<file path="config.mk">
export PLATFORM = sky130hd
export DESIGN_NAME = li_expander_flat
export DESIGN_NICKNAME = d
export VERILOG_FILES = /design/src/rtl/li_pkg.sv /design/src/rtl/li_expander_if.sv /design/src/rtl/itype_pack.sv /design/src/rtl/li_expander.sv /design/src/flat_wrapper.sv
export SDC_FILE = /design/constraint.sdc
export NUM_CORES = 1
export LEC_CHECK = 0
export ABC_AREA = 0
export BUFFER_PORTS_ARGS = -buffer_cell sky130_fd_sc_hd__buf_4
export CAP_MARGIN = 40
export CORE_ASPECT_RATIO = 0.5
export CORE_UTILIZATION = 40
export DETAILED_ROUTE_END_ITERATION = 8
export HOLD_SLACK_MARGIN = 0.03
export MAX_ROUTING_LAYER = met4
export PLACE_DENSITY = 0.76
export SLEW_MARGIN = 0
export SYNTH_ARGS = -nofsm -noshare
export SYNTH_HDL_FRONTEND = slang
export SYNTH_SLANG_ARGS = --single-unit
</file>
<file path="constraint.sdc">
create_clock -name clk -period 3.1 [get_ports clk]
set_clock_uncertainty 0.05 [all_clocks]
set_input_delay 0.93 -clock clk [delete_from_list [all_inputs] [get_ports clk]]
set_output_delay 0.93 -clock clk [all_outputs]
set_load 0.02 [all_outputs]
</file>
<file path="src/rtl/li_pkg.sv">
`default_nettype none
// ============================================================================
// Module   : li_pkg
// Purpose  : Shared constants and types for the li_expander pseudo-instruction
//            expander: MIPS-32 I-type opcodes, field widths and the FSM state
//            encoding.
// Contents : OP_LUI, OP_ORI      - 6-bit primary opcodes
//            OP_W, REG_W, IMM_W  - opcode, register-index and immediate widths
//            WORD_W, CNT_W       - instruction word and word-counter widths
//            state_t             - expander FSM states
// Revision : 1.0 - initial release
// ============================================================================
package li_pkg;

  localparam int OP_W   = 6;
  localparam int REG_W  = 5;
  localparam int IMM_W  = 16;
  localparam int WORD_W = 32;
  localparam int CNT_W  = 16;

  localparam logic [OP_W-1:0] OP_LUI = 6'b001111;
  localparam logic [OP_W-1:0] OP_ORI = 6'b001101;

  typedef enum logic [1:0] {
    ST_IDLE     = 2'd0,
    ST_EMIT_LUI = 2'd1,
    ST_EMIT_ORI = 2'd2
  } state_t;

endpackage : li_pkg
`default_nettype wire

</file>
<file path="src/rtl/li_expander_if.sv">
`default_nettype none
// ============================================================================
// Module   : li_expander_if
// Purpose  : Request and instruction-stream bundle for li_expander.
// Signals  : in_valid/in_ready/in_value/in_rt  - constant request channel
//            out_valid/out_ready/out_instr/out_last - instruction word channel
//            word_count                          - words handed off since reset
// Modports : master - producer of requests, consumer of instruction words
//            slave  - the expander itself
// Revision : 1.0 - initial release
// ============================================================================
interface li_expander_if;
  import li_pkg::*;

  logic              in_valid;
  logic              in_ready;
  logic [WORD_W-1:0] in_value;
  logic [REG_W-1:0]  in_rt;
  logic              out_valid;
  logic              out_ready;
  logic [WORD_W-1:0] out_instr;
  logic              out_last;
  logic [CNT_W-1:0]  word_count;

  modport master (
    output in_valid, in_value, in_rt, out_ready,
    input  in_ready, out_valid, out_instr, out_last, word_count
  );

  modport slave (
    input  in_valid, in_value, in_rt, out_ready,
    output in_ready, out_valid, out_instr, out_last, word_count
  );

endinterface : li_expander_if
`default_nettype wire

</file>
<file path="src/rtl/itype_pack.sv">
`default_nettype none
// ============================================================================
// Module   : itype_pack
// Purpose  : Combinational packer of a MIPS-32 I-type instruction word.
// Ports    : i_op  [5:0]  - primary opcode
//            i_rs  [4:0]  - source register
//            i_rt  [4:0]  - target register
//            i_imm [15:0] - immediate
//            o_word[31:0] - {op, rs, rt, imm}
// Revision : 1.0 - initial release
// ============================================================================
module itype_pack
  import li_pkg::*;
(
  input  wire logic [OP_W-1:0]   i_op,
  input  wire logic [REG_W-1:0]  i_rs,
  input  wire logic [REG_W-1:0]  i_rt,
  input  wire logic [IMM_W-1:0]  i_imm,
  output      logic [WORD_W-1:0] o_word
);

  assign o_word = {i_op, i_rs, i_rt, i_imm};

endmodule : itype_pack
`default_nettype wire

</file>
<file path="src/rtl/li_expander.sv">
`default_nettype none
// ============================================================================
// Module   : li_expander
// Purpose  : Expands "load 32-bit constant into rt" into the instruction pair
//            lui rt,hi / ori rt,rt,lo, with valid/ready on both sides.
// Ports    : clk        - clock, all state on rising edge
//            reset      - synchronous, active-high
//            bus        - li_expander_if.slave (request in, words out,
//                         word_count)
// Macro    : LI_SHORT_EN - when defined, constants with hi==0 emit only
//            ori rt,$0,lo and constants with lo==0 emit only lui rt,hi.
// Revision : 1.0 - initial release
// ============================================================================
module li_expander
  import li_pkg::*;
(
  input wire logic    clk,
  input wire logic    reset,
  li_expander_if.slave bus
);

  state_t             r_state;
  state_t             w_state_next;
  logic [WORD_W-1:0]  r_instr;
  logic               r_last;
  logic [CNT_W-1:0]   r_count;

  // Latched request fields, plus the single-word decisions made at accept.
  logic [IMM_W-1:0]   r_hi;
  logic [IMM_W-1:0]   r_lo;
  logic [REG_W-1:0]   r_rt;
  logic               r_ori_rs0;
  logic               r_lui_only;

  logic               w_hs;
  logic               w_ready;
  logic               w_accept;
  logic               w_new_ori_rs0;
  logic               w_new_lui_only;

  logic [IMM_W-1:0]   w_sel_hi;
  logic [IMM_W-1:0]   w_sel_lo;
  logic [REG_W-1:0]   w_sel_rt;
  logic               w_sel_ori_rs0;
  logic               w_sel_lui_only;
  logic               w_last_next;
  logic [OP_W-1:0]    w_op;
  logic [REG_W-1:0]   w_rs;
  logic [IMM_W-1:0]   w_imm;
  logic [WORD_W-1:0]  w_word;

  assign bus.out_valid  = (r_state != ST_IDLE);
  assign bus.out_instr  = r_instr;
  assign bus.out_last   = r_last;
  assign bus.word_count = r_count;
  assign bus.in_ready   = w_ready;

  assign w_hs     = bus.out_valid & bus.out_ready;
  // A new request may only enter when nothing is pending, or when the final
  // word of the current request leaves this very cycle.
  assign w_ready  = (r_state == ST_IDLE) | (w_hs & r_last);
  assign w_accept = bus.in_valid & w_ready;

  // Single-word classification of the incoming constant.
  always_comb begin
    w_new_ori_rs0  = 1'b0;
    w_new_lui_only = 1'b0;
`ifdef LI_SHORT_EN
    w_new_ori_rs0  = (bus.in_value[31:16] == '0);
    w_new_lui_only = !w_new_ori_rs0 && (bus.in_value[15:0] == '0);
`endif
  end

  // Next state plus the fields of the word that will be presented next.
  // The packer always builds the word for the next state, so a stalled word
  // is simply rebuilt from the latched fields and stays stable.
  always_comb begin
    w_state_next   = r_state;
    w_sel_hi       = r_hi;
    w_sel_lo       = r_lo;
    w_sel_rt       = r_rt;
    w_sel_ori_rs0  = r_ori_rs0;
    w_sel_lui_only = r_lui_only;
    if (w_accept) begin
      w_sel_hi       = bus.in_value[31:16];
      w_sel_lo       = bus.in_value[15:0];
      w_sel_rt       = bus.in_rt;
      w_sel_ori_rs0  = w_new_ori_rs0;
      w_sel_lui_only = w_new_lui_only;
      w_state_next   = w_new_ori_rs0 ? ST_EMIT_ORI : ST_EMIT_LUI;
    end else if (w_hs) begin
      w_state_next = (r_state == ST_EMIT_LUI && !r_lui_only) ? ST_EMIT_ORI
                                                             : ST_IDLE;
    end

    w_op        = (w_state_next == ST_EMIT_LUI) ? OP_LUI : OP_ORI;
    w_rs        = (w_state_next == ST_EMIT_LUI || w_sel_ori_rs0) ? '0 : w_sel_rt;
    w_imm       = (w_state_next == ST_EMIT_LUI) ? w_sel_hi : w_sel_lo;
    w_last_next = (w_state_next == ST_EMIT_ORI) |
                  ((w_state_next == ST_EMIT_LUI) & w_sel_lui_only);
  end

  itype_pack u_pack (
    .i_op  (w_op),
    .i_rs  (w_rs),
    .i_rt  (w_sel_rt),
    .i_imm (w_imm),
    .o_word(w_word)
  );

  always_ff @(posedge clk) begin
    if (reset) begin
      r_state    <= ST_IDLE;
      r_instr    <= '0;
      r_last     <= 1'b0;
      r_count    <= '0;
      r_hi       <= '0;
      r_lo       <= '0;
      r_rt       <= '0;
      r_ori_rs0  <= 1'b0;
      r_lui_only <= 1'b0;
    end else begin
      r_state <= w_state_next;
      if (w_state_next == ST_IDLE) begin
        r_instr <= '0;
        r_last  <= 1'b0;
      end else begin
        r_instr <= w_word;
        r_last  <= w_last_next;
      end
      if (w_accept) begin
        r_hi       <= w_sel_hi;
        r_lo       <= w_sel_lo;
        r_rt       <= w_sel_rt;
        r_ori_rs0  <= w_sel_ori_rs0;
        r_lui_only <= w_sel_lui_only;
      end
      if (w_hs) begin
        r_count <= r_count + 1'b1;
      end
    end
  end

endmodule : li_expander
`default_nettype wire
</file>
<file path="src/flat_wrapper.sv">
// flat-port wrapper written by rule: the top's interface ports become plain ports
module li_expander_flat import li_pkg::*;
  (clk, reset, bus_in_valid, bus_in_value, bus_in_rt, bus_out_ready, bus_in_ready, bus_out_valid, bus_out_instr, bus_out_last, bus_word_count);
  li_expander_if bus_i ();
  input wire logic clk;
  input wire logic reset;
  input wire logic [$bits(bus_i.in_valid)-1:0] bus_in_valid;
  input wire logic [$bits(bus_i.in_value)-1:0] bus_in_value;
  input wire logic [$bits(bus_i.in_rt)-1:0] bus_in_rt;
  input wire logic [$bits(bus_i.out_ready)-1:0] bus_out_ready;
  output wire logic [$bits(bus_i.in_ready)-1:0] bus_in_ready;
  output wire logic [$bits(bus_i.out_valid)-1:0] bus_out_valid;
  output wire logic [$bits(bus_i.out_instr)-1:0] bus_out_instr;
  output wire logic [$bits(bus_i.out_last)-1:0] bus_out_last;
  output wire logic [$bits(bus_i.word_count)-1:0] bus_word_count;
  assign bus_i.in_valid = bus_in_valid;
  assign bus_i.in_value = bus_in_value;
  assign bus_i.in_rt = bus_in_rt;
  assign bus_i.out_ready = bus_out_ready;
  assign bus_in_ready = bus_i.in_ready;
  assign bus_out_valid = bus_i.out_valid;
  assign bus_out_instr = bus_i.out_instr;
  assign bus_out_last = bus_i.out_last;
  assign bus_word_count = bus_i.word_count;
  li_expander u_core (.clk(clk), .reset(reset), .bus(bus_i));
endmodule
</file>
# After elaboration in Yosys (flattened, before gate mapping)

Cells that the tools add are included.

Register bits after elaboration: 90
Bits of input ports: 41
Output and inout port bits: 51
Word-level logic and storage cells: 38

Add/sub/neg operators: 1
Equality and inequality tests: 3
Muxes and demuxes: 10
Bitwise operators: 6
Reduce and logical (&&, ||, !) cells: 8

Operators with widths:

| kind                    | count |
|---|---|
| $mux W16                | 3 |
| $add A16 B1 Y16 const B | 1 |
| $mux W2                 | 4 |
| $mux W5                 | 1 |
| $and A1 B1 Y1           | 4 |
| $eq A2 B1 Y1 const B    | 2 |
| $logic_not A2 Y1        | 2 |
| $reduce_or A3 Y1        | 1 |
| $eq A2 B2 Y1 const B    | 1 |
| $mux W1                 | 2 |
| $or A1 B1 Y1            | 2 |
| $reduce_bool A2 Y1      | 1 |
| $reduce_or A2 Y1        | 1 |
| $logic_and A1 B1 Y1     | 1 |
| $logic_not A1 Y1        | 1 |
| $logic_or A1 B1 Y1      | 1 |

# Longest topological paths before layout

Depth in word-level cells: 9
Depth in mapped cells: 7
Mapped depth without buffers: 5

# By module

Synthesis repeated with hierarchy kept, for this count alone.

Cell total of the unflattened synthesis: 428
Area, all modules: 3694.8 um2

Modules (own cells, without submodules):

| module      | times used | cells each | area an instance (um2) | seq. area each (um2) |
|---|---|---|---|---|
| li_expander | 1          | 396        | 3454.6                 | 1801.7 |
| itype_pack  | 1          | 32         | 240.2                  | 0.0 |

# Least setup slack after synthesis

OpenSTA, ideal clock, no wires.

Path kind: input to register
Start point: input port bus_out_ready
End point: register u_core.r_instr[16], in the netlist u_core.bus.out_instr[16]
Library setup time: 0.126 ns
Data arrival time: 2.212 ns
Required time: 2.924 ns
Path slack: 0.711 ns
Cell stages on the path: 7
Buffers on the path: 3
Path through: buf_4 > o2bb2ai_1 > and2_1 > clkbuf_1 > buf_2 > mux2i_1 > nor2_1

Cells in the longest elaborated chain, start to end: 7
Elaborated cells between the ends (all ways): 9
Those cells by class: 3 x mux; 4 x bitwise; 2 x reduce/logical

RTL lines:

| what                              | RTL line           | RTL |
|---|---|---|
| from (decl)                       | flat_wrapper.sv:10 | `input wire logic [$bits(bus_i.out_ready)-1:0] bus_out_ready;` |
| $and A1 B1 Y1 (*)                 | li_expander.sv:58  | `assign w_hs = bus.out_valid & bus.out_ready;` |
| $and A1 B1 Y1 (*)                 | li_expander.sv:61  | `assign w_ready = (r_state == ST_IDLE) \| (w_hs & r_last);` |
| $or A1 B1 Y1 (*)                  | li_expander.sv:61  |  |
| named net bus_in_ready            | flat_wrapper.sv:11 | `output wire logic [$bits(bus_i.in_ready)-1:0] bus_in_ready;` |
| $and A1 B1 Y1 (*)                 | li_expander.sv:62  | `assign w_accept = bus.in_valid & w_ready;` |
| $mux W2                           | li_expander.sv:84  | `if (w_accept) begin` |
| $logic_not A2 Y1                  | li_expander.sv:124 | `if (w_state_next == ST_IDLE) begin` |
| $reduce_or A2 Y1 (no source line) | n/a                |  |
| to (signal assigned)              | li_expander.sv:128 | `r_instr <= w_word;` |
| to (decl)                         | li_expander.sv:24  | `logic [WORD_W-1:0] r_instr;` |

The timed path passes the listed nets; every way through them passes the cells marked *.
A chain may end at the register's enable or synchronous reset.

# Worst setup path in the final report

Start point: input port bus_out_ready
End point: output port bus_in_ready

Cells in the longest elaborated chain, start to end: 3

RTL lines:

| what          | RTL line |
|---|---|
| $and A1 B1 Y1 | li_expander.sv:58 |
| $and A1 B1 Y1 | li_expander.sv:61 |
| $or A1 B1 Y1  | li_expander.sv:61 |
| to (decl)     | flat_wrapper.sv:11 |

Every way passes these cells.

==> flow_summary.yaml <==
power_and_ir_drop:
  irDropWorstVdd_mv: 0.300
  leakage_uw: 0.00177
  p_per_area_nw_per_um2: 582
grt:
  antenna_found_initial: 0
  grtUsageTotal_pct: 18.9
  grt_pass1_wl_mm: 12.0
  grt-ovfl-total: 0
  grt_max_degree: 66
  grt_pass1_vias: 2657
clock_network:
  cts_tree: "done"
  cts_setup_buffers: 0
  root_buffer: "clkbuf_16"
  clk_pin_slew_worst_paths_ns: 0.05
  post_cts_resized: 0
  hold_buffers: 0
  h-tree-depth: 3
  worstSkewPairLatency_ns: 0.33
  cts_buffers: 9
  cts_sinks: 86
  clk_path_buf_depth: 2
synthesis:
  synth-adder-area-share_pct: 0.384
  synthMuxAreaShare_pct: 1.84
  synth_flop_cell: "dfxtp_1"
  yosys.area_share.simple_pct: 23.6
  synth-edff-count: 0
  synth_warnings: 0
  synth_compound_area_share_pct: 13.8
  ys_seq_area_share_pct: 52.8
  async_flop_share_pct: 0
  synth_top_family_by_area: "simple AND/OR/NAND/NOR gates"
  netlist_instances: 387
  syn-cell-area_sq_um: 3260
  synth.distinct_cells: 40
  synth_xor_area_share_pct: 2.69
  syn_avg_cell_area_sq_um: 8.43
  yosys_register_bits: 86
placement:
  finalWeightedCongestion: 0.777
  dp_cells: 561
  io_buffer_count: 89
  dp_hpwl_mm: 4.85
final_layout:
  area_growth_pct: 30.5
  diodes: 0
  nNetsFinal: 506
  stdcell_count: 577
  drive_gt1_share_pct: 23.7
detailed_routing:
  vias: 2849
  top_layer: "met4"
  drt_wl_total_mm: 7.32
  ant_nets: 0
  dr.pass1.iters: 4
  drt_first_iter_violations: 160
  drc_errors: 0
  dr_wl_met3_um: 414
  wl_met1_mm: 3.34
  vias_per_cell: 4.94
  wl_per_cell_um: 12.7
  wl_met2_mm: 3.49
die:
  fp.dieW_um: 130
  start_util_pct: 42.9
  die_area_sq_um: 8540
  die_height_um: 65.9
  num_rows: 22
  ios: 92
  core_area_sq_um: 7600
sta:
  fin_setup_tns_ns: 0
  min_period_over_period_pct: 79.2
  hold_viol_final: 0
  max_freq_mhz: 407
  worst_pin_slew_ns: 0.563
  fin_crit_ns: 2.46
  finalSetupViolCount: 0
  slew_violations: 0
  relSlewSlack_pct: 62.5
  fin_hold_ws_ns: 0.403
  rsz0062_at_grt: "false"
critical_path:
  path_buf_inv: 2
  arrival_ns: 1.48
  crit_path_cell_trace: "buf_4 > o2bb2ai_1 > buf_4"
  slowest_stage: "o2bb2ai_1"
  r2r_setup_slack_ns: 1.15
  cp_common_cell: "buf_4"
  cp_max_fo: 9
  startpoint_type: "input pin"
  rr_worst_depth: 4
  crit_end: "bus_in_ready"
  path_class: "input pin to output pin"
  startpoint: "bus_out_ready"
  r2r-end: "u_core.bus.word_count[15]"
  cp.depth: 3
  reg2reg_from: "u_core.r_state[1]"
  cp-end-kind: "output pin"
  max_stage_delay_ns: 0.20
  required_ns: 2.12
  critPathTopFamily: "buffers and inverters"
worst_hold_path:
  min_path_type: "register to register"
  hp-start: "u_core.r_lo[10]"
flow_run:
  drv_cap: 0
outcome:
  status: "complete, no violations"
-- layout make-up --
cell class,count,area (sq um)
clock inverter,1,5.00
multi-input combinational,269,1390
sequential,86,1720
tap,108,135
timing repair buffer,95,733
clock buffer,15,258
inverter,3,11.3
fill,716,3340
-- flip-flops by register name, indices dropped and copies added, names as in the netlist --
signal                 cells
u_core.bus.out_instr      28
u_core.bus.out_last        1
u_core.bus.word_count     16
u_core.r_hi               16
u_core.r_lo               16
u_core.r_lui_only          1
u_core.r_ori_rs0           1
u_core.r_rt                5
u_core.r_state             2
-- through the flow --
step                      worst slack, ns  instance area (sq um)  power, uW  util, %
after floorplan                     0.711                   3270       1410        -
after global placement              0.685                   3980       1540     52.4
after detailed placement            0.641                   3990       1550     52.6
after CTS                           0.650                   4260       2510     56.0
after global routing                0.599                   4260       2600     56.0
final                               0.644                   4260       2480     56.0
-- kinds of logic (layout without fill, tap and decap cells) --
| group | after synthesis | in the layout |
|---|---|---|
| AO/OA/AOI/OAI | 70 | 70 |
| XOR/XNOR | 10 | 10 |
| other | 1 | 2 |
| multiplexers | 6 | 6 |
| flip-flops | 86 | 86 |
| buffers and inverters | 33 | 114 |
| adder cells (fa/ha/maj) | 1 | 1 |
| AND/OR/NAND/NOR | 180 | 180 |
-- cell usage after synthesis (3+ instances only) --
master | n | area share, %
nor2b_1 | 3 | 0.58
a311oi_1 | 16 | 4.3
a21oi_1 | 39 | 6.0
buf_4 | 6 | 1.4
nand4_1 | 4 | 0.77
o21ai_0 | 5 | 0.77
mux2i_1 | 6 | 1.8
buf_1 | 3 | 0.35
xnor2_1 | 3 | 0.81
clkbuf_1 | 17 | 2.0
inv_1 | 3 | 0.35
dfxtp_1 | 86 | 53
or4_1 | 3 | 0.69
xor2_1 | 7 | 1.9
nor2_1 | 42 | 4.8
nand3_1 | 7 | 1.1
nand2_1 | 102 | 12
or3_1 | 4 | 0.77
nand2b_1 | 3 | 0.58
-- worst reg2reg max path, stage by stage, from the launching register on --
cell and delay (ns):
dfxtp_1 0.54, o21ai_4 0.15, or3_1 0.49, or4_1 0.50, a21oi_1 0.15
-- routing by layer --
metal	up-vias	track usage, %
met4	0	7.70
met5	-	-
met1	1323	21.6
met3	12	6.07
met2	63	31.2
li1	1451	-
-- worst min-delay path by stage --
stage / to / slack [ns] / cells after the start
2_1_floorplan: u_core.r_hi[0] / 0.39 / 2
3_3_place_gp: u_core.r_lo[6] / 0.39 / 2
3_5_place_dp: u_core.r_lo[5] / 0.40 / 2
4_1_cts: u_core.r_lo[6] / 0.40 / 2
5_1_grt: u_core.r_hi[1] / 0.43 / 2
6_report: u_core.r_lo[10] / 0.40 / 2
-- cells in the final DEF (no fill, tap or decap), types with 2 or more instances in the layout --
master / n
and3_1: 2
inv_1: 3
o31ai_1: 2
o2bb2ai_1: 2
nand4_1: 4
or3_1: 4
buf_4: 93
mux2i_1: 6
nor3b_1: 2
nor3_1: 2
nor4_1: 2
a311oi_1: 16
nor2b_1: 3
or4_1: 3
nor2_1: 42
nand2b_1: 3
clkbuf_16: 9
o21ai_0: 5
dfxtp_1: 86
a21oi_1: 39
nand2_1: 101
clkbuf_1: 5
nand3_1: 7
xnor2_1: 3
conb_1: 2
xor2_1: 7
-- power by group --
part	total, uW	switching (uW)	leakage (uW)	internal (uW)
Sequential	1200	30.2	0.000702	1170
Clock	954	390	0.000128	564
Combinational	328	192	0.000936	135
(Power assumes the default switching activity.)
